`src/rtl/acq_pkg.sv`:
```
// Shared types and constants for the serial-search acquisition sequencer.
package acq_pkg;

    localparam int ACC_W        = 37;
    localparam int CODE_PERIOD  = 2046;
    localparam int SETTLE_DUMPS = 2;

    localparam logic [28:0] CARR_FC_BASE = 29'h10000000;
    localparam logic [27:0] CODE_FC      = 28'h4000000;

    typedef enum logic [2:0] {
        IDLE,
        LOAD_KEY,
        SETTLE,
        ACCUM,
        EVAL,
        SLEW,
        DONE
    } state_t;

endpackage

```
`src/rtl/acq_power_acc.sv`:
```
// Two-stage non-coherent power path: registered I^2+Q^2, then saturating accumulate.
module acq_power_acc
    import acq_pkg::*;
(
    input  logic               clk,
    input  logic               rst,
    input  logic               clear,
    input  logic               dump_valid,
    input  logic signed [15:0] i_prompt,
    input  logic signed [15:0] q_prompt,
    output logic [ACC_W-1:0]   acc,
    output logic               acc_upd
);

    logic signed [31:0] ii;
    logic signed [31:0] qq;
    logic [32:0]        p_d;
    logic [32:0]        p_q;
    logic               p_vld;
    logic [ACC_W:0]     sum;

    assign ii  = 32'(i_prompt) * 32'(i_prompt);
    assign qq  = 32'(q_prompt) * 32'(q_prompt);
    assign p_d = {1'b0, ii} + {1'b0, qq};
    assign sum = {1'b0, acc} + {{(ACC_W - 32){1'b0}}, p_q};

    always_ff @(posedge clk or posedge rst) begin
        if (rst) begin
            p_q     <= '0;
            p_vld   <= 1'b0;
            acc     <= '0;
            acc_upd <= 1'b0;
        end else if (clear) begin
            p_vld   <= 1'b0;
            acc     <= '0;
            acc_upd <= 1'b0;
        end else begin
            p_vld   <= dump_valid;
            acc_upd <= p_vld;
            if (dump_valid)
                p_q <= p_d;
            // Clamp at all-ones instead of wrapping on overflow.
            if (p_vld)
                acc <= sum[ACC_W] ? '1 : sum[ACC_W-1:0];
        end
    end

endmodule

```
`src/rtl/acq_search_ctrl.sv`:
```
// Serial Doppler/code-phase search sequencer driving one tracking channel's
// carrier NCO, PRN key load and code slew, with best-cell reporting.
module acq_search_ctrl
    import acq_pkg::*;
(
    input  logic               clk,
    input  logic               rst,
    input  logic               start,
    input  logic               abort,
    input  logic [9:0]         prn_key_in,
    input  logic [23:0]        dop_start,
    input  logic [15:0]        dop_step,
    input  logic [5:0]         num_bins,
    input  logic [3:0]         code_step,
    input  logic [4:0]         noncoh,
    input  logic [ACC_W-1:0]   threshold,
    input  logic               dump,
    input  logic signed [15:0] i_prompt,
    input  logic signed [15:0] q_prompt,
    output logic [28:0]        carr_nco_fc,
    output logic [27:0]        code_nco_fc,
    output logic [9:0]         prn_key,
    output logic               prn_key_enable,
    output logic [10:0]        code_slew,
    output logic               slew_enable,
    output logic               busy,
    output logic               done,
    output logic               found,
    output logic [5:0]         best_bin,
    output logic [10:0]        best_code,
    output logic [ACC_W-1:0]   best_power
);

    state_t state;
    state_t state_d;

    logic [15:0]      dop_step_r;
    logic [5:0]       nb_r;
    logic [3:0]       step_r;
    logic [4:0]       nc_r;
    logic [ACC_W-1:0] thr_r;

    logic [5:0]       bin;
    logic [10:0]      code_pos;
    logic [1:0]       settle_cnt;
    logic [4:0]       n_cnt;

    logic [ACC_W-1:0] acc;
    logic             acc_upd;
    logic             dump_acc;
    logic             acc_clear;

    logic [11:0]      next_pos;
    logic             last_cell;
    logic             last_bin;
    logic             settle_last;
    logic             accum_last;
    logic             hit;
    logic [10:0]      slew_amt;
    logic             in_slew;

    assign code_nco_fc = CODE_FC;

    assign next_pos    = {1'b0, code_pos} + {8'd0, step_r};
    assign last_cell   = next_pos >= 12'(CODE_PERIOD);
    assign last_bin    = bin == nb_r - 6'd1;
    assign settle_last = dump && settle_cnt == 2'(SETTLE_DUMPS - 1);
    assign accum_last  = acc_upd && n_cnt == nc_r - 5'd1;
    assign hit         = acc >= thr_r;

    // The bin-closing slew returns the channel to the bin's starting phase.
    assign slew_amt = last_cell ? 11'(CODE_PERIOD) - code_pos
                                : {7'd0, step_r};

    assign dump_acc  = dump && state == ACCUM && !abort;
    assign acc_clear = state == SETTLE && settle_last && !abort;

    acq_power_acc u_power (
        .clk        (clk),
        .rst        (rst),
        .clear      (acc_clear),
        .dump_valid (dump_acc),
        .i_prompt   (i_prompt),
        .q_prompt   (q_prompt),
        .acc        (acc),
        .acc_upd    (acc_upd)
    );

    always_ff @(posedge clk or posedge rst) begin
        if (rst)
            state <= IDLE;
        else
            state <= state_d;
    end

    always_comb begin
        state_d = state;
        unique case (state)
            IDLE:     if (start) state_d = LOAD_KEY;
            LOAD_KEY: state_d = SETTLE;
            SETTLE:   if (settle_last) state_d = ACCUM;
            ACCUM:    if (accum_last) state_d = EVAL;
            EVAL: begin
                if (hit || (last_cell && last_bin))
                    state_d = DONE;
                else
                    state_d = SLEW;
            end
            SLEW:     state_d = SETTLE;
            DONE:     state_d = IDLE;
            default:  state_d = IDLE;
        endcase
        if (abort)
            state_d = IDLE;
    end

    always_comb begin
        in_slew        = state == SLEW && !abort;
        busy           = state != IDLE && state != DONE && !abort;
        done           = state == DONE && !abort;
        prn_key_enable = state == LOAD_KEY && !abort;
        slew_enable    = in_slew && slew_amt != 11'd0;
        code_slew      = in_slew ? slew_amt : 11'd0;
    end

    always_ff @(posedge clk or posedge rst) begin
        if (rst) begin
            dop_step_r  <= '0;
            nb_r        <= 6'd1;
            step_r      <= 4'd1;
            nc_r        <= 5'd1;
            thr_r       <= '0;
            bin         <= '0;
            code_pos    <= '0;
            settle_cnt  <= '0;
            n_cnt       <= '0;
            carr_nco_fc <= CARR_FC_BASE;
            prn_key     <= '0;
            found       <= 1'b0;
            best_bin    <= '0;
            best_code   <= '0;
            best_power  <= '0;
        end else if (!abort) begin
            unique case (state)
                IDLE: if (start) begin
                    dop_step_r  <= dop_step;
                    nb_r        <= (num_bins == 6'd0) ? 6'd1 : num_bins;
                    step_r      <= (code_step == 4'd0) ? 4'd1 : code_step;
                    nc_r        <= (noncoh == 5'd0) ? 5'd1 :
                                   (noncoh > 5'd16) ? 5'd16 : noncoh;
                    thr_r       <= threshold;
                    prn_key     <= prn_key_in;
                    bin         <= '0;
                    code_pos    <= '0;
                    found       <= 1'b0;
                    best_bin    <= '0;
                    best_code   <= '0;
                    best_power  <= '0;
                    carr_nco_fc <= CARR_FC_BASE
                                 + {{5{dop_start[23]}}, dop_start};
                end
                LOAD_KEY: settle_cnt <= '0;
                SETTLE: begin
                    if (dump)
                        settle_cnt <= settle_cnt + 2'd1;
                    if (settle_last)
                        n_cnt <= '0;
                end
                ACCUM: if (acc_upd) n_cnt <= n_cnt + 5'd1;
                EVAL: begin
                    // Strict compare: ties keep the earlier cell.
                    if (acc > best_power) begin
                        best_power <= acc;
                        best_bin   <= bin;
                        best_code  <= code_pos;
                    end
                    if (hit)
                        found <= 1'b1;
                end
                SLEW: begin
                    settle_cnt <= '0;
                    if (last_cell) begin
                        code_pos    <= '0;
                        bin         <= bin + 6'd1;
                        carr_nco_fc <= carr_nco_fc + 29'(dop_step_r);
                    end else begin
                        code_pos <= next_pos[10:0];
                    end
                end
                default: ;
            endcase
        end
    end

endmodule
```
`config.mk`:
```
export PLATFORM = sky130hd
export DESIGN_NAME = acq_search_ctrl
export DESIGN_NICKNAME = d
export VERILOG_FILES = /design/src/rtl/acq_pkg.sv /design/src/rtl/acq_power_acc.sv /design/src/rtl/acq_search_ctrl.sv
export SDC_FILE = /design/constraint.sdc
export NUM_CORES = 2
export LEC_CHECK = 0
export CAP_MARGIN = 25
export CORE_MARGIN = 5
export CORE_UTILIZATION = 45
export CTS_CLUSTER_DIAMETER = 40
export DETAILED_ROUTE_END_ITERATION = 10
export PLACE_DENSITY_LB_ADDON = 0.25
export SYNTH_ARGS = -nofsm -noshare
export SYNTH_HDL_FRONTEND = slang
export SYNTH_SLANG_ARGS = --single-unit
```
`constraint.sdc`:
```
create_clock -name clk -period 7.95 [get_ports clk]
set_input_delay 1.1925 -clock clk [delete_from_list [all_inputs] [get_ports clk]]
set_output_delay 1.1925 -clock clk [all_outputs]
set_load 0.02 [all_outputs]
```
==> results.md <==
Die:
- The overall die height is ~290 um.
- The count of pins on the block boundary is between 200 and 300.
- The die area is around 82000 um2.
- For this configuration, the core starts out at a cell density of between 40% and 50%.
- The width of the chip is around 290 um.
- The total core area is ~76000 um2.
- The floorplan has 101 rows.

Placement:
- The HPWL after detailed placement is ~74 mm.
- Summing all placed instances gives a cell area of 41430 um2.
- At the end of routability-driven placement, the weighted congestion stood at 0.8974.
- Buffers placed on the I/O ports in this run total between 200 and 250.

Worst setup path:
- At the worst endpoint, the required time is 8370 ps.
- The kind of end point of the critical path is a flip-flop.
- The slowest stage of the critical path belongs to the cell fa_1.
- The cell class contributing the biggest share of worst-path delay is adder cells.
- The startpoint type of the worst setup path is an input pin.
- The critical path in this run is classified as input pin to flip-flop.
- The number of buffers and inverters on the critical path is 8.
- Of all nets on the critical path, the largest fanout is 6.
- For the worst setup path, the data arrival time is between 8000 and 9000 ps.
- For this run, the slowest stage of the critical path takes around 600 ps.
- The most repeated library cell on the critical path is fa_1.

STA:
- For the final database, setup skew stands at ~20 ps.
- The achievable clock frequency is 124.2 MHz.
- Headroom to the max-slew limit came out at 35.98%.
- At the pin with the least slew margin, the transition time is between 900 and 1000 ps.
- The worst path setup slack after routing is -104.4 ps.
- The final max-slew violation count is 0.
- Setup repair after global routing could not meet its margin everywhere.
- The share of the clock period used by the worst path is 101.3%.
- The final hold violation count is 0.
- After layout, the minimum clock period comes to 8054 ps.
- The setup violation total in the final timing report is 5.

CTS:
- The clock tree from TritonCTS is yes.
- CTS built an H-tree with a depth of 2.
- The clock latency on the worst-skew pair is about 560 ps.
- Clock-pin slew was measured on the worst setup and hold paths at ~60 ps.
- After clock tree synthesis, the flow added hold-fix buffers numbering 0.
- Clock tree synthesis selected as its root buffer the cell clkbuf_16.
- The clock net in this run drives a total of 261 sinks.
- The number of clock buffers added by TritonCTS is 41.
- In this run the deepest clock path goes through 3 buffers.

Global routing:
- The met1 global-route usage is between 20 and 30%.
- The first-pass GRT wire length is approximately 150 mm.
- For this run, global-route usage on met3 was measured as about 2.3%.
- Entering global routing, the biggest net connects approximately 170 pins.
- The met2 usage in global routing is roughly 40%.
- The number of antenna violations at the first check in global routing is 4.
- Global routing finished with a remaining overflow of 0.
- The peak-usage layer in the global routing report is met2.
- The via count of the first global-routing pass came to around 29000.
- Global routing used between 20% and 30% of the available tracks.

Logic synthesis:
- The share of synthesized registers carrying an async set or reset is 100.0%.
- The prevailing post-synth register cell is dfrtp_1.
- The Yosys warning count is 0.
- A synthesized cell averages 8.926 um2.
- The sequential share of the synthesized area is a little under a fifth.
- The post-synthesis sequential element count is about 260.
- The synthesized netlist contains 72 unique library cells.
- Yosys mapped a number of flops with a built-in enable equal to 0.
- The post-synthesis instance area is around 35000 um2.
- The cell count after synthesis came out at 3869.

Status:
- The flow ran to the end, but the final reports show violations.
- The final reports fail on setup timing.

Routing:
- The average wire per standard cell is 16.06 um.
- The number of optimization iterations in the first detailed-route pass is 5.
- The number of antenna-violating nets in the routed design is 0.
- The number of violations reported at the end of detailed-routing iteration 0 is between 1000 and 1500.
- Using the TritonRoute via totals, the vias-per-cell ratio works out to between 5 and 6.
- The number of remaining DRC errors is 0.
- Across all layers, the routed design uses ~28000 vias.
- The post-detailed-routing wire length is 90.08 mm.

Finish:
- The net count of the finished layout is 5503.
- Relative to the synthesized area, the layout overhead comes to 27.48%.
- The sequential cell area in the final layout is 6538 um2.
- The post-route cell area is between 40000 and 50000 um2.
- The leading cell type in the layout, fill and taps excluded is inv_1.
- Fill cells in the final layout number slightly below 7000.
- Of the cells placed in the final design, the portion with a size suffix greater than 1 is between 10% and 20%.
- The library cells used most frequently in the layout, excluding fill and tap cells, are 780 x inv_1, 476 x buf_4, 470 x fa_1.
- Summing all multi-input logic gate instances after layout gives ~25000 um2.

Run:
- Max-cap violations in this run came to 0.

Hold path:
- The tightest min-delay check is of the flip-flop to flip-flop type.
## synth_stat cells (all sizes together) (5+ instances only)
| master | number | area, um2 |
|---|---|---|
| a2111oi | 5 | 56.31 |
| a211oi | 21 | 162.6 |
| a21boi | 6 | 45.04 |
| a21o | 85 | 638.1 |
| a21oi | 156 | 780.8 |
| a221oi | 8 | 70.07 |
| a22o | 55 | 481.7 |
| a31o | 5 | 43.79 |
| a31oi | 46 | 287.8 |
| and2 | 92 | 575.6 |
| and3 | 21 | 131.4 |
| buf | 46 | 331.6 |
| clkbuf | 98 | 367.9 |
| dfrtp | 257 | 6431 |
| fa | 479 | 9589 |
| ha | 340 | 4254 |
| inv | 792 | 2973 |
| mux2i | 6 | 60.06 |
| nand2 | 430 | 1614 |
| nand2b | 18 | 112.6 |
| nand3 | 34 | 170.2 |
| nand3b | 10 | 75.07 |
| nand4 | 38 | 237.7 |
| nor2 | 212 | 795.8 |
| nor2b | 30 | 187.7 |
| nor3 | 44 | 220.2 |
| nor4 | 5 | 31.28 |
| o211ai | 8 | 60.06 |
| o21a | 23 | 172.7 |
| o21ai | 194 | 970.9 |
| o21bai | 19 | 142.6 |
| o22ai | 13 | 81.33 |
| o31ai | 19 | 147.6 |
| o41ai | 5 | 43.79 |
| or2 | 14 | 87.58 |
| or3 | 10 | 62.56 |
| xnor2 | 122 | 1069 |
| xor2 | 53 | 464.2 |
## cells by family (layout without fill, tap and decap cells)
logic type	Yosys count	after routing	share of synthesized area, %
simple gates	971	971	12.77
buf+inv	938	1621	10.66
fa+ha+maj	819	819	40.09
compound gates	694	694	12.83
flops	261	261	18.93
xor+xnor	175	175	4.438
mux	9	9	0.2717
other cells	2	30	0.02175
## sequential cells by signal, indices dropped and copies added, names as in the netlist, 3 cells and up
signal and cells:
nc_r 5, carr_nco_fc 29, n_cnt 5, thr_r 37, nb_r 6, prn_key 10, dop_step_r 16, best_power 37
best_bin 6, state 3, best_code 11, bin 6, step_r 4, u_power.acc 37, code_pos 11, u_power.p_q 33
## metal layers
metal / vias to the layer above / wire length (um)
met5: - / 21
met4: 4 / 2607
met3: 152 / 3582
met2: 528 / 46700
met1: 13710 / 37170
li1: 13670 / -
## tightest hold or removal path, stage by stage, from the launching register on
cell     delay [ps]
dfrtp_1         340
nand2_1          50
nand2_1          60
## area by class of cell
type / count / area share (%)
clock buffer: 50 / 2.524
antenna: 2 / 0.01137
tap: 1030 / 2.927
inverter: 794 / 6.784
clock inverter: 26 / 0.8128
sequential: 261 / 14.85
timing repair buffer: 751 / 14.38
multi-input combinational: 2696 / 57.72
## worst paths after layout
kind                                            start                          end  slack (ps)  depth (start not counted)
max in group asynchronous                         rst   best_power[24]$_DFFE_PP0P_        5750                          3
hold / removal                 prn_key[5]$_DFFE_PP0P_       prn_key[5]$_DFFE_PP0P_         480                          2
min in group asynchronous                         rst    dop_step_r[7]$_DFFE_PP0P_         970                          2
hold reg to reg                prn_key[5]$_DFFE_PP0P_       prn_key[5]$_DFFE_PP0P_         480                          2
setup reg to reg           u_power.acc[6]$_DFFE_PP0P_    best_power[9]$_DFFE_PP0P_        3610                         12
setup / recovery                          q_prompt[8]  u_power.p_q[27]$_DFFE_PP0P_        -100                         31
## through the flow
stage / setup slack [ps] / util, % / TNS, ps / cells / hold slack, ps
after global placement: -1049 / 54.45 / -13890 / 5499 / 457.2
final: -104.4 / 57.87 / -305.5 / 5610 / 478.2
after global routing: -468.9 / 57.87 / -3096 / 5610 / 504.3
after detailed placement: -1088 / 54.46 / -14900 / 5500 / 463.0
after floorplan: -340.3 / - / -911.7 / 3895 / 448.4
after CTS: -152.0 / 56.91 / -413.5 / 5591 / 477.1
## what timing repair did
action / CTS / global route
hold endpoints to repair: 0 / 0
pin swaps: 63 / 133
setup endpoints to repair: 14 / 18
setup buffers: 17 / 21
gates resized for setup: 110 / 166
Power is not shown: default switching activity piles up to over one toggle a cycle in this logic, so the estimate is an artifact.
